**src/rtl/multi_pulse_timer.sv**
```systemverilog
// multi_pulse_timer: NUM_CH independent delayed-pulse generators on one clock.
// Each channel latches delay/width on trigger, waits, drives out for width cycles, then pulses done.
module multi_pulse_timer #(
    parameter int WIDTH           = 24,
    parameter int NUM_CH          = 4,
    parameter int RETRIGGER       = 0,
    parameter int OUT_ACTIVE_HIGH = 1
) (
    input  logic                      clk,
    input  logic                      reset,
    input  logic [NUM_CH-1:0]         trigger,
    input  logic [NUM_CH-1:0]         abort,
    input  logic [NUM_CH*WIDTH-1:0]   delay,
    input  logic [NUM_CH*WIDTH-1:0]   width,
    output logic [NUM_CH-1:0]         out,
    output logic [NUM_CH-1:0]         busy,
    output logic [NUM_CH-1:0]         done,
    output logic [NUM_CH-1:0]         overrun
);

    typedef enum logic [1:0] {ST_IDLE, ST_DELAY, ST_ACTIVE} state_t;

    localparam logic             ACT_LVL = (OUT_ACTIVE_HIGH != 0);
    localparam logic             RETRIG  = (RETRIGGER != 0);
    localparam logic [WIDTH-1:0] ONE     = WIDTH'(1);

    state_t            state_q [NUM_CH];
    state_t            state_d [NUM_CH];
    logic [WIDTH-1:0]  cnt_q   [NUM_CH];
    logic [WIDTH-1:0]  cnt_d   [NUM_CH];
    logic [WIDTH-1:0]  d_lat_q [NUM_CH];
    logic [WIDTH-1:0]  d_lat_d [NUM_CH];
    logic [WIDTH-1:0]  w_lat_q [NUM_CH];
    logic [WIDTH-1:0]  w_lat_d [NUM_CH];
    logic [WIDTH-1:0]  delay_ch [NUM_CH];
    logic [WIDTH-1:0]  width_ch [NUM_CH];
    logic [NUM_CH-1:0] done_q, done_d;
    logic [NUM_CH-1:0] overrun_q, overrun_d;

    for (genvar g = 0; g < NUM_CH; g++) begin : g_unpack
        assign delay_ch[g] = delay[g*WIDTH +: WIDTH];
        assign width_ch[g] = width[g*WIDTH +: WIDTH];
    end

    always_ff @(posedge clk or posedge reset) begin
        if (reset) begin
            for (int i = 0; i < NUM_CH; i++) begin
                state_q[i] <= ST_IDLE;
                cnt_q[i]   <= '0;
                d_lat_q[i] <= '0;
                w_lat_q[i] <= '0;
            end
            done_q    <= '0;
            overrun_q <= '0;
        end else begin
            state_q   <= state_d;
            cnt_q     <= cnt_d;
            d_lat_q   <= d_lat_d;
            w_lat_q   <= w_lat_d;
            done_q    <= done_d;
            overrun_q <= overrun_d;
        end
    end

    // Terminal compares stop at latch-1, so the counter can never wrap.
    always_comb begin
        logic fin;
        fin       = 1'b0;
        state_d   = state_q;
        cnt_d     = cnt_q;
        d_lat_d   = d_lat_q;
        w_lat_d   = w_lat_q;
        done_d    = '0;
        overrun_d = '0;
        for (int i = 0; i < NUM_CH; i++) begin
            fin = 1'b0;
            case (state_q[i])
                ST_DELAY: begin
                    if (cnt_q[i] == d_lat_q[i] - ONE) begin
                        cnt_d[i] = '0;
                        if (w_lat_q[i] != '0) begin
                            state_d[i] = ST_ACTIVE;
                        end else begin
                            state_d[i] = ST_IDLE;
                            done_d[i]  = 1'b1;
                            fin        = 1'b1;
                        end
                    end else begin
                        cnt_d[i] = cnt_q[i] + ONE;
                    end
                end
                ST_ACTIVE: begin
                    if (cnt_q[i] == w_lat_q[i] - ONE) begin
                        cnt_d[i]   = '0;
                        state_d[i] = ST_IDLE;
                        done_d[i]  = 1'b1;
                        fin        = 1'b1;
                    end else begin
                        cnt_d[i] = cnt_q[i] + ONE;
                    end
                end
                default: ;
            endcase

            // Abort dominates everything, including a same-edge trigger or completion.
            if (abort[i]) begin
                state_d[i] = ST_IDLE;
                cnt_d[i]   = '0;
                done_d[i]  = 1'b0;
            end else if (trigger[i]) begin
                if (state_q[i] == ST_IDLE || RETRIG || fin) begin
                    d_lat_d[i] = delay_ch[i];
                    w_lat_d[i] = width_ch[i];
                    cnt_d[i]   = '0;
                    if (delay_ch[i] != '0) begin
                        state_d[i] = ST_DELAY;
                    end else if (width_ch[i] != '0) begin
                        state_d[i] = ST_ACTIVE;
                    end else begin
                        state_d[i] = ST_IDLE;
                        done_d[i]  = 1'b1;
                    end
                end else begin
                    overrun_d[i] = 1'b1;
                end
            end
        end
    end

    always_comb begin
        out  = '0;
        busy = '0;
        for (int i = 0; i < NUM_CH; i++) begin
            busy[i] = (state_q[i] != ST_IDLE);
            out[i]  = (state_q[i] == ST_ACTIVE) ? ACT_LVL : ~ACT_LVL;
        end
    end

    assign done    = done_q;
    assign overrun = overrun_q;

endmodule

```
**config.mk**
```make
export PLATFORM = sky130hd
export DESIGN_NAME = multi_pulse_timer
export DESIGN_NICKNAME = d
export VERILOG_FILES = /design/src/rtl/multi_pulse_timer.sv
export SDC_FILE = /design/constraint.sdc
export NUM_CORES = 1
export LEC_CHECK = 0
export ABC_CLOCK_PERIOD_IN_PS = 13400
export CORE_ASPECT_RATIO = 0.8
export CORE_MARGIN = 3
export CORE_UTILIZATION = 59
export CTS_CLUSTER_SIZE = 14
export DETAILED_ROUTE_END_ITERATION = 10
export PLACE_DENSITY = 0.82
export SLEW_MARGIN = 10
export SYNTH_ARGS = -nofsm -noshare
export SYNTH_HDL_FRONTEND = slang
export SYNTH_SLANG_ARGS = --single-unit
```
**constraint.sdc**
```tcl
create_clock -name clk -period 13.4 [get_ports clk]
set_clock_uncertainty 0.05 [all_clocks]
set_input_delay 4.02 -clock clk [delete_from_list [all_inputs] [get_ports clk]]
set_output_delay 4.02 -clock clk [all_outputs]
set_load 0.01 [all_outputs]
```
# Word-level counts from Yosys, hierarchy flattened
# Cells that the tools add are included.
# Widths: inputs -> output; s select.
dict set report word_totals {
  ff_bits 304
  inputBits 202
  output_inout_bits 16
  word_cells 190
}
dict set report op_classes {
  n_addsub 12
  n_eq_ne 16
  mux 112
  bitwise_logic 4
  n_reduce_logical 28
}
# operator count
set ops {}
lappend ops {{$mux 24} 20}
lappend ops {{$reduce_bool 24->1} 12}
lappend ops {{$eq 24x24->1} 8}
lappend ops {{$pmux 24 s2} 4}
lappend ops {{$sub 24x1->24 const B} 8}
lappend ops {{$add 24x1->24 const B} 4}
lappend ops {{$mux 2} 32}
lappend ops {{$mux 1} 48}
lappend ops {{$pmux 2 s2} 4}
lappend ops {{$reduce_and 3->1} 4}
lappend ops {{$eq 2x1->1 const B} 4}
lappend ops {{$eq 2x2->1 const B} 4}
lappend ops {{$logic_not 2->1} 4}
lappend ops {{$pmux 1 s2} 4}
lappend ops {{$reduce_bool 2->1} 4}
lappend ops {{$logic_or 1x1->1} 4}
lappend ops {{$not 1->1} 4}

# Logic depth before layout (Yosys ltp)
dict set report depth {
  word_depth 9
  mapped_depth 15
  depth_no_buf 11
}

# Least setup slack after synthesis
# No wires, ideal clock.
dict set report synth_timing {
  kind {input -> register}
  start {input trigger[0]}
  end {register cnt_q[82] (netlist name)}
  setup_time_ps 72
  t_arrival_ps 5110
  required_ps 13278
  setup_slack_ps 8168
  path_stages 7
  path_buffers 2
  cell_sequence {and3_1 nand4_1 o211ai_1 or3_1 clkbuf_1 buf_2 nor2_1}
}
# element line
set synth_lines {}
lappend synth_lines {{start: declaration} 11} ;# input logic [NUM_CH-1:0] trigger,
lappend synth_lines {{end signal: assignment} 57} ;# cnt_q <= cnt_d;
lappend synth_lines {{end: declaration} 29} ;# logic [WIDTH-1:0] cnt_q [NUM_CH];

# Worst setup path after layout
dict set report layout_timing {
  start {input delay[25]}
  end {register done_q[1] (netlist: done[1])}
}
dict set report layout_between {
  elab_chain_len 5
}
# element line
set layout_lines {}
lappend layout_lines {{start: declaration} 13} ;# input logic [NUM_CH*WIDTH-1:0] delay,
lappend layout_lines {{$reduce_bool 24->1} 115} ;# if (delay_ch[i] != '0) begin
lappend layout_lines {{$mux 1} 115}
lappend layout_lines {{$mux 1} 111} ;# if (state_q[i] == ST_IDLE || RETRIG || fin) begin
lappend layout_lines {{$mux 1} 110} ;# end else if (trigger[i]) begin
lappend layout_lines {{$mux 1} 106} ;# if (abort[i]) begin
lappend layout_lines {{via done_d[1]} 37} ;# logic [NUM_CH-1:0] done_q, done_d;
lappend layout_lines {{end signal: assignment} 60} ;# done_q <= done_d;
lappend layout_lines {{end: declaration} 37}
# The timed path passes the listed nets, and every way through them passes these cells.
# A chain may end at the register's enable or synchronous reset.

==> flow_metrics.env <==
export IMPL_layout_nets=2625
export IMPL_synth_most_common_cell="dfrtp_1"
export IMPL_grt_pass1_vias=17861
export IMPL_slew_headroom=0.203
export IMPL_holdPathEnd="d_lat_q[95]"
export IMPL_gp_congestion=0.950
export IMPL_clk_latency_ns=0.57
export IMPL_port_buffers=217
export IMPL_cts_root_buf="clkbuf_16"
export IMPL_ys_seq_area_frac=0.353
export IMPL_timing_rr_end="w_lat_q[20]"
export IMPL_setup_tns_ns=0
export IMPL_path_cells="clkdlybuf4s50_1 > nor4_1 > nand4_1 > nor4_1 > a221oi_1 > nor2_1"
export IMPL_drive_gt1_frac=0.124
export IMPL_numCtsBuffers=31
export IMPL_p_clk_frac=0.287
export IMPL_reg2reg_depth=12
export IMPL_fmax_mhz=163
export IMPL_cts_tree="yes"
export IMPL_synth_async_reset_ratio=1.00
export IMPL_die_x_um=220
export IMPL_ys_top_cells_by_count="304 x dfrtp_1, 188 x nor2_1, 157 x xnor2_1"
export IMPL_synth_edf_count=0
export IMPL_area_growth_pct=15.1
export IMPL_core_area_sq_mm=0.0353
export IMPL_finish_instance_area_sq_mm=0.0248
export IMPL_p_sw_mw=1.08
export IMPL_dr_first_iter_drc_count=1999
export IMPL_required_ns=13.85
export IMPL_synth_flop_cell="dfrtp_1"
export IMPL_dp_hpwl_um=43600
export IMPL_post_route_period_util=0.457
export IMPL_clock_path_buffers=3
export IMPL_finalSetupViolations=0
export IMPL_fp_row_count=61
export IMPL_r2r_start="w_lat_q[0]"
export IMPL_yosysUniqueCellTypes=99
export IMPL_grt_overflow=0
export IMPL_regToRegSetupSlack_ns=8.35
export IMPL_avgSynthCellArea_sq_um=9.44
export IMPL_ys_seq_elements=304
export IMPL_placed_area_sq_mm=0.0237
export IMPL_period_needed_ns=6.12
export IMPL_crit_fanout=2
export IMPL_cap_violations=0
export IMPL_h_tree_depth=1
export IMPL_drt_pass1_iterations=5
export IMPL_ioPinCount=218
export IMPL_postLayoutCoreUtil=0.702
export IMPL_yosys_area_top_type="dfrtp_1"
export IMPL_ys_warn_count=0
export IMPL_ant_nets=0
export IMPL_antenna_found_initial=3
export IMPL_tightestPinTransition_ns=1.18
export IMPL_power_density_mw_per_mm2=127
export IMPL_hold_viol=0
export IMPL_start_kind="input port"
export IMPL_post_cts_buffers=0
export IMPL_drt_total_wl_um=58100
export IMPL_postCtsResizedCells=0
export IMPL_start_util=0.610
export IMPL_viasPerCell=6.45
export IMPL_topRoutingLayerUsed="met4"
export IMPL_grt_pass1_wl_um=93300
export IMPL_clk_pin_slew_ns=0.06
export IMPL_path_common_cell="nor4_1"
export IMPL_grt_setup_unrepaired="false"
export IMPL_pwr_share_seq=0.423
export IMPL_hold_path_class="register to register"
export IMPL_wl_met3_um=4590
export IMPL_clock_sinks=304
export IMPL_drc_errors=0
export IMPL_cp_arrival_ns=6.58
export IMPL_netlist_area_sq_mm=0.0215
export IMPL_pwr_share_comb=0.290
export IMPL_syn_nets=2508
export IMPL_slew_violations=0
export IMPL_grt_max_degree=126
export IMPL_hp_start="d_lat_q[95]"
export IMPL_outcome="finished clean"
export IMPL_synthTopCellsByArea="dfrtp_1 35%, mux2_2 7.7%, xnor2_1 6.4%, xor2_1 6.2%, nor4_1 3.5%"
export IMPL_cts_hold_buf=0
export IMPL_min_path_cells=1
export IMPL_p_sw_frac=0.343
export IMPL_internal_power_mw=2.07
export IMPL_dieArea_sq_mm=0.0388
export IMPL_p_leak_nw=9.41
export IMPL_routedWlPerCell_um=20.1
export IMPL_vias=18690
export IMPL_crit_type="input port to register"
export IMPL_route_met2_wl_um=26100
export IMPL_holdWs_ns=0.492
export IMPL_met1Wirelength_um=26000
export IMPL_netlist_area_leader_share=0.353
export IMPL_synth_cells=2282
export IMPL_grt_usage=0.292
export IMPL_die_h_um=177
export IMPL_vdd_drop_max_v=0.000123
export IMPL_slowest_stage="nor4_1"
export IMPL_critPathCaptureType="register"
export IMPL_max_stage_delay_ns=1.01
per-stage QoR:
step	std cells	power (mW)	setup slack, ns
global placement	2838	2.19	6.77
floorplan	2282	1.97	0.927
detailed placement	2838	2.24	6.67
finish	2897	3.16	7.28
global route	2897	3.32	7.03
CTS	2894	3.16	7.28
how the worst max path moves through the flow:
stage	start	endpoint	cells past startpoint
floorplan	reset	cnt_q[0]	1
global placement	reset	w_lat_q[76]	4
detailed placement	reset	w_lat_q[75]	4
CTS	reset	w_lat_q[75]	4
finish	delay[25]	done[1]	6
global route	reset	w_lat_q[74]	4
cell families after synthesis:
logic type      after synthesis  synth area share
fa+ha+maj                    25            0.0144
buf+inv                     210            0.0432
mux                         209             0.115
xor+xnor                    312             0.128
simple gates                934             0.246
flops                       304             0.353
compound gates              288            0.0996
power groups by stage:
stage	clock, mW	combinational (mW)	sequential, mW
CTS	0.924	0.905	1.33
finish	0.907	0.916	1.33
global route	0.957	1.00	1.36
global placement	0	0.859	1.33
detailed placement	0	0.898	1.34
floorplan	0	0.751	1.22
registers in the layout (all words and copies together) (netlist names):
| register | flops |
|---|---|
| w_lat_q | 96 |
| d_lat_q | 96 |
| state_q | 8 |
| cnt_q | 96 |
| overrun | 4 |
| done | 4 |
critical path, delay by kind of cell:
family | cells | cell delay (ns)
AOI/OAI and AO/OA | 1 | 0.15
buffers and inverters | 1 | 0.42
and+or+nand+nor | 4 | 1.99
area by class of cell:
| type | count | area, sq um |
|---|---|---|
| sequential | 304 | 7610 |
| clock inverter | 12 | 160 |
| multi-input combinational | 1768 | 13000 |
| fill | 2658 | 10500 |
| inverter | 65 | 251 |
| timing repair buffer | 229 | 2260 |
| antenna | 3 | 7.51 |
| tap | 472 | 591 |
| clock buffer | 44 | 895 |
placed cells by master (no fill, tap or decap), drive strengths merged, types with 20 or more instances in the layout:
cell type	count
or4	49
nand3	64
clkbuf	44
clkdlybuf4s50	217
nand2b	34
a21oi	33
inv	64
nand2	94
o21ai	32
nor2b	20
dfrtp	304
o211ai	28
ha	24
nor4	124
or3	25
and3	35
nor2	188
nor3	104
xor2	153
a31oi	26
xnor2	157
mux2	195
nand4	74
per-layer routing:
| metal | GRT usage | vias to the layer above |
|---|---|---|
| met1 | 0.426 | 9114 |
| met5 | 0 | - |
| met2 | 0.451 | 780 |
| li1 | - | 8697 |
| met3 | 0.0506 | 99 |
| met4 | 0.0740 | 0 |
Note: power is estimated with default switching activity, not from simulation.
==> variant 1 (config.mk and constraints unchanged) <==
Put a register stage on the output `busy`. The value now appears one clock later. The other outputs are not delayed to match.
--- a/src/rtl/multi_pulse_timer.sv
+++ b/src/rtl/multi_pulse_timer.sv
@@ -24,4 +24,6 @@
     localparam logic             RETRIG  = (RETRIGGER != 0);
     localparam logic [WIDTH-1:0] ONE     = WIDTH'(1);
+
+    logic [NUM_CH-1:0] busy_d;
 
     state_t            state_q [NUM_CH];
@@ -130,7 +132,7 @@
     always_comb begin
         out  = '0;
-        busy = '0;
+        busy_d = '0;
         for (int i = 0; i < NUM_CH; i++) begin
-            busy[i] = (state_q[i] != ST_IDLE);
+            busy_d[i] = (state_q[i] != ST_IDLE);
             out[i]  = (state_q[i] == ST_ACTIVE) ? ACT_LVL : ~ACT_LVL;
         end
@@ -140,4 +142,8 @@
     assign overrun = overrun_q;
 
+    always_ff @(posedge clk) begin
+        busy <= busy_d;
+    end
+
 endmodule
 
Behaviour: not the same (Yosys sat finds a counterexample within 4 cycles, from zero or initial values and one cycle with reset high).
==> variant 1 against the original RTL <==
  * Worst setup slack got worse by 0.33 ns
  * Synthesized cell count decreased by 1.8%
  * Largest cell class unchanged
  * Power grew 4.8%
  * Sequential cell count is 4 higher
  * Wire length is 1.1% higher
  * Design area fell by 1.1%
  * Synthesized area decreased by 2.4%
  * Clock power rose by 10%
==> variant 1: results <==
[synth]
ys_top_cells_by_count = sky130_fd_sc_hd__dfrtp_1 (304), sky130_fd_sc_hd__nor2_1 (188), sky130_fd_sc_hd__mux2_2 (176)
synth-seq-area-share_pct = 36.6
synth_cell_type_count = 90
synth_area_leaders = sky130_fd_sc_hd__dfrtp_1 (36%), sky130_fd_sc_hd__mux2_2 (9.4%), sky130_fd_sc_hd__xnor2_1 (7.2%), sky130_fd_sc_hd__xor2_1 (5.9%), sky130_fd_sc_hd__nor4_1 (4.3%)
synth_fp_nets = 2468
asyncSetResetFlopFracSynth_pct = 98.7

[clocking]
cts_buffers = 34
cts_setup_buffers = 0
clk_latency_ns = 0.53
cts_htree_levels = 2

[final_layout]
multiInputGateArea_mm2 = 0.0126
nets = 2600
largest_registers = cnt_q (96), d_lat_q (96), w_lat_q (96)
num-fill-cells = 2735
fin_cells = 2876
drive_above_1_share_pct = 12.6

[detailed_routing]
drt_iter0_drc = 1728
uppermost_routed_layer = met5
dr_wl_met3_mm = 4.41

[sta]
timing.final.ws_setup_ns = 6.95
slew_headroom_pct = 17.1

[pwr]
swShare_pct = 34.2
largest_vdd_supply_drop_mv = 0.119
power.static_leakage_nw = 9.21
power.total_w = 0.00331

[setup_path]
timing.reg2reg.worst_path_depth = 9
crit_start = abort[1]
crit_end = w_lat_q[61]
regToRegSetupSlack_ns = 7.94
critical_path_peak_fanout = 41
critPathArrivalTime_ns = 6.80
reg2reg_from = d_lat_q[0]
reg2reg_to = w_lat_q[9]

[place]
hpwlAfterDp_mm = 43.6
gp_congestion = 0.943
dpl-instance-area_mm2 = 0.0233
dp.cells = 2809
place_worst_setup_slack_ns = 6.52

[global_routing]
vias_in_the_first_global_route = 17700
grt_antenna_before_repair = 8
grt_max_degree = 107
globalRouteMet2Util_pct = 46.2
met3_track_usage_gr_pct = 4.85
grt.met1_usage_pct = 44.4
grt_pass1_wl_mm = 94.4

[run_status]
run_status = completed
==> variant 1: changes by cell type in the layout (fill, tap and decap cells not counted), sizes merged, moves of 13 or more <==
cell,delta
xnor2,+15
nor3,-32
o211ai,-20
nand4,-17
nor4,+23
nand2,+29
or3,+13
or4,-15
==> variant 1: cell families (layout without fill, tap and decap cells) <==
family,after synthesis,after routing,share of synthesized area [%]
buffers and inverters,190,346,3.80
flip-flops,308,308,36.6
other,0,6,0
multiplexers,210,210,11.4
adder cells (fa/ha/maj),25,25,1.48
XOR/XNOR,314,314,13.1
AND/OR/NAND/NOR,926,926,24.4
AO/OA/AOI/OAI,269,269,9.27
==> variant 1: worst min path at each step <==
stage | from | endpoint | slack (ns) | depth (start not counted)
final | d_lat_q[23] | d_lat_q[23] | 0.48 | 1
after global routing | d_lat_q[95] | d_lat_q[95] | 0.50 | 1
after CTS | d_lat_q[23] | d_lat_q[23] | 0.48 | 1
after floorplan | d_lat_q[47] | d_lat_q[47] | 0.45 | 1
after detailed placement | d_lat_q[23] | d_lat_q[23] | 0.47 | 1
after global placement | d_lat_q[47] | d_lat_q[47] | 0.47 | 1
==> variant 1: critical path, cell delays in order <==
cell and delay [ns]:
sky130_fd_sc_hd__clkdlybuf4s50_1 0.96, sky130_fd_sc_hd__nand2b_1 0.45, sky130_fd_sc_hd__a21oi_4 0.40, sky130_fd_sc_hd__buf_4 0.51
sky130_fd_sc_hd__mux2_2 0.40
==> variant 1: layout make-up <==
type,count,area share [%]
Sequential cell,308,31.4
Tap cell,472,2.41
Timing Repair Buffer,228,9.23
Multi-Input combinational cell,1744,51.2
Clock inverter,10,0.623
Antenna cell,6,0.0612
Inverter,58,0.919
Clock buffer,50,4.18
==> variant 2 (same flow settings) <==
Without the edit above. The parameter `WIDTH` goes from 24 to 36.
--- a/src/rtl/multi_pulse_timer.sv
+++ b/src/rtl/multi_pulse_timer.sv
@@ -2,5 +2,5 @@
 // Each channel latches delay/width on trigger, waits, drives out for width cycles, then pulses done.
 module multi_pulse_timer #(
-    parameter int WIDTH           = 24,
+    parameter int WIDTH           = 36,
     parameter int NUM_CH          = 4,
     parameter int RETRIGGER       = 0,
Ports: changed (resized delay and width); port bits go from 218 to 314. The function was not compared with the original's and may differ.
==> variant 2 against the original RTL <==
  * Power increased by 49%
  * Worst setup slack got worse by 0.32 ns
  * Register-to-register slack got worse by 1.2 ns
  * Sequential cell count grew 144
  * Design area rose by 45%
  * Wire length is 64% higher
  * Synthesized area is 44% higher
  * First-iteration DRC count rose by 35%
  * Hold slack lost 0.014 ns
==> variant 2: results <==
[synth]
synthCells = 3266
ys_top_cells_by_count = sky130_fd_sc_hd__dfrtp_1 (448), sky130_fd_sc_hd__xnor2_1 (286), sky130_fd_sc_hd__nor2_1 (281)
synth_cell_type_count = 90
synth-adder-area-share_pct = 1.00
synth-xor-area-share_pct = 14.2
synth_compound_gate_area_share_pct = 8.02
synth-seq-area-share_pct = 36.2
synth.mux.area_fraction_pct = 12.2
synth_fp_nets = 3588
synth_area_leaders = sky130_fd_sc_hd__dfrtp_1 (36%), sky130_fd_sc_hd__xnor2_1 (8.1%), sky130_fd_sc_hd__xor2_1 (6.0%), sky130_fd_sc_hd__mux2_2 (5.9%), sky130_fd_sc_hd__nor4_1 (4.3%)

[detailed_routing]
num_vias = 27400
drtPass1Iterations = 8
totalWireLength_mm = 95.3
drt_iter0_drc = 2691

[setup_path]
timing.critical_path.slowest_stage_cell = sky130_fd_sc_hd__nor2b_4
crit_start = trigger[2]
reg2reg_from = d_lat_q[78]
path_delay_family = buffers and inverters
reg2reg_to = w_lat_q[107]
critPathArrivalTime_ns = 6.87
timing.reg2reg.worst_path_depth = 11

[final_layout]
final.signal_inverter_count = 70
drive_above_1_share_pct = 11.0
nets = 3783
buffers = 335
num-fill-cells = 3949
clockNetworkAreaShare_pct = 4.47
regArea_mm2 = 0.0112
largest_registers = cnt_q (144), d_lat_q (144), w_lat_q (144)
num_antenna_cells = 0
signal_buffer_area_fraction_pct = 9.27
nClkBuffers = 63
multiInputCombCellCount = 2559

[worst_hold_path]
hold_end = d_lat_q[71]

[clocking]
cts_buffers = 47
clk_latency_ns = 0.61

[place]
io_buffers = 313
gp_congestion = 0.963
hpwlAfterDp_mm = 73.2
dp.cells = 4096

[global_routing]
vias_in_the_first_global_route = 27000
grt_pass1_wl_mm = 149
grt_antenna_before_repair = 1

[pwr]
power.sequential.fraction_pct = 42.2
pwr.group.combinational_w = 0.00132
power.total_w = 0.00470
power.static_leakage_nw = 13.3

[sta]
slew_headroom_pct = 15.0
clock.fmax_mhz = 155

[run_status]
run_status = completed
[variant 2: logic make-up (layout without fill, tap and decap cells)]
| family | count (synthesis) | count (layout) |
|---|---|---|
| compound gates | 337 | 337 |
| xor+xnor | 499 | 499 |
| fa+ha+maj | 25 | 25 |
| buf+inv | 259 | 486 |
| flops | 448 | 448 |
| mux | 315 | 315 |
| simple gates | 1383 | 1383 |
[variant 2: routing by layer]
metal	vias to the layer above	routed length (um)	GRT usage, %
met5	-	13	0
met4	2	2160	8.40
met3	168	7830	6.46
met2	1236	42500	52.2
met1	13600	42800	48.8
li1	12400	-	-
[variant 2: per-stage QoR]
stage | cell area (um^2) | hold WS [ns] | util (%)
floorplan | 31000 | 0.430 | -
global placement | 34200 | 0.469 | 66.5
detailed placement | 34200 | 0.468 | 66.5
CTS | 35800 | 0.480 | 69.6
global route | 35800 | 0.497 | 69.6
finish | 35800 | 0.477 | 69.6
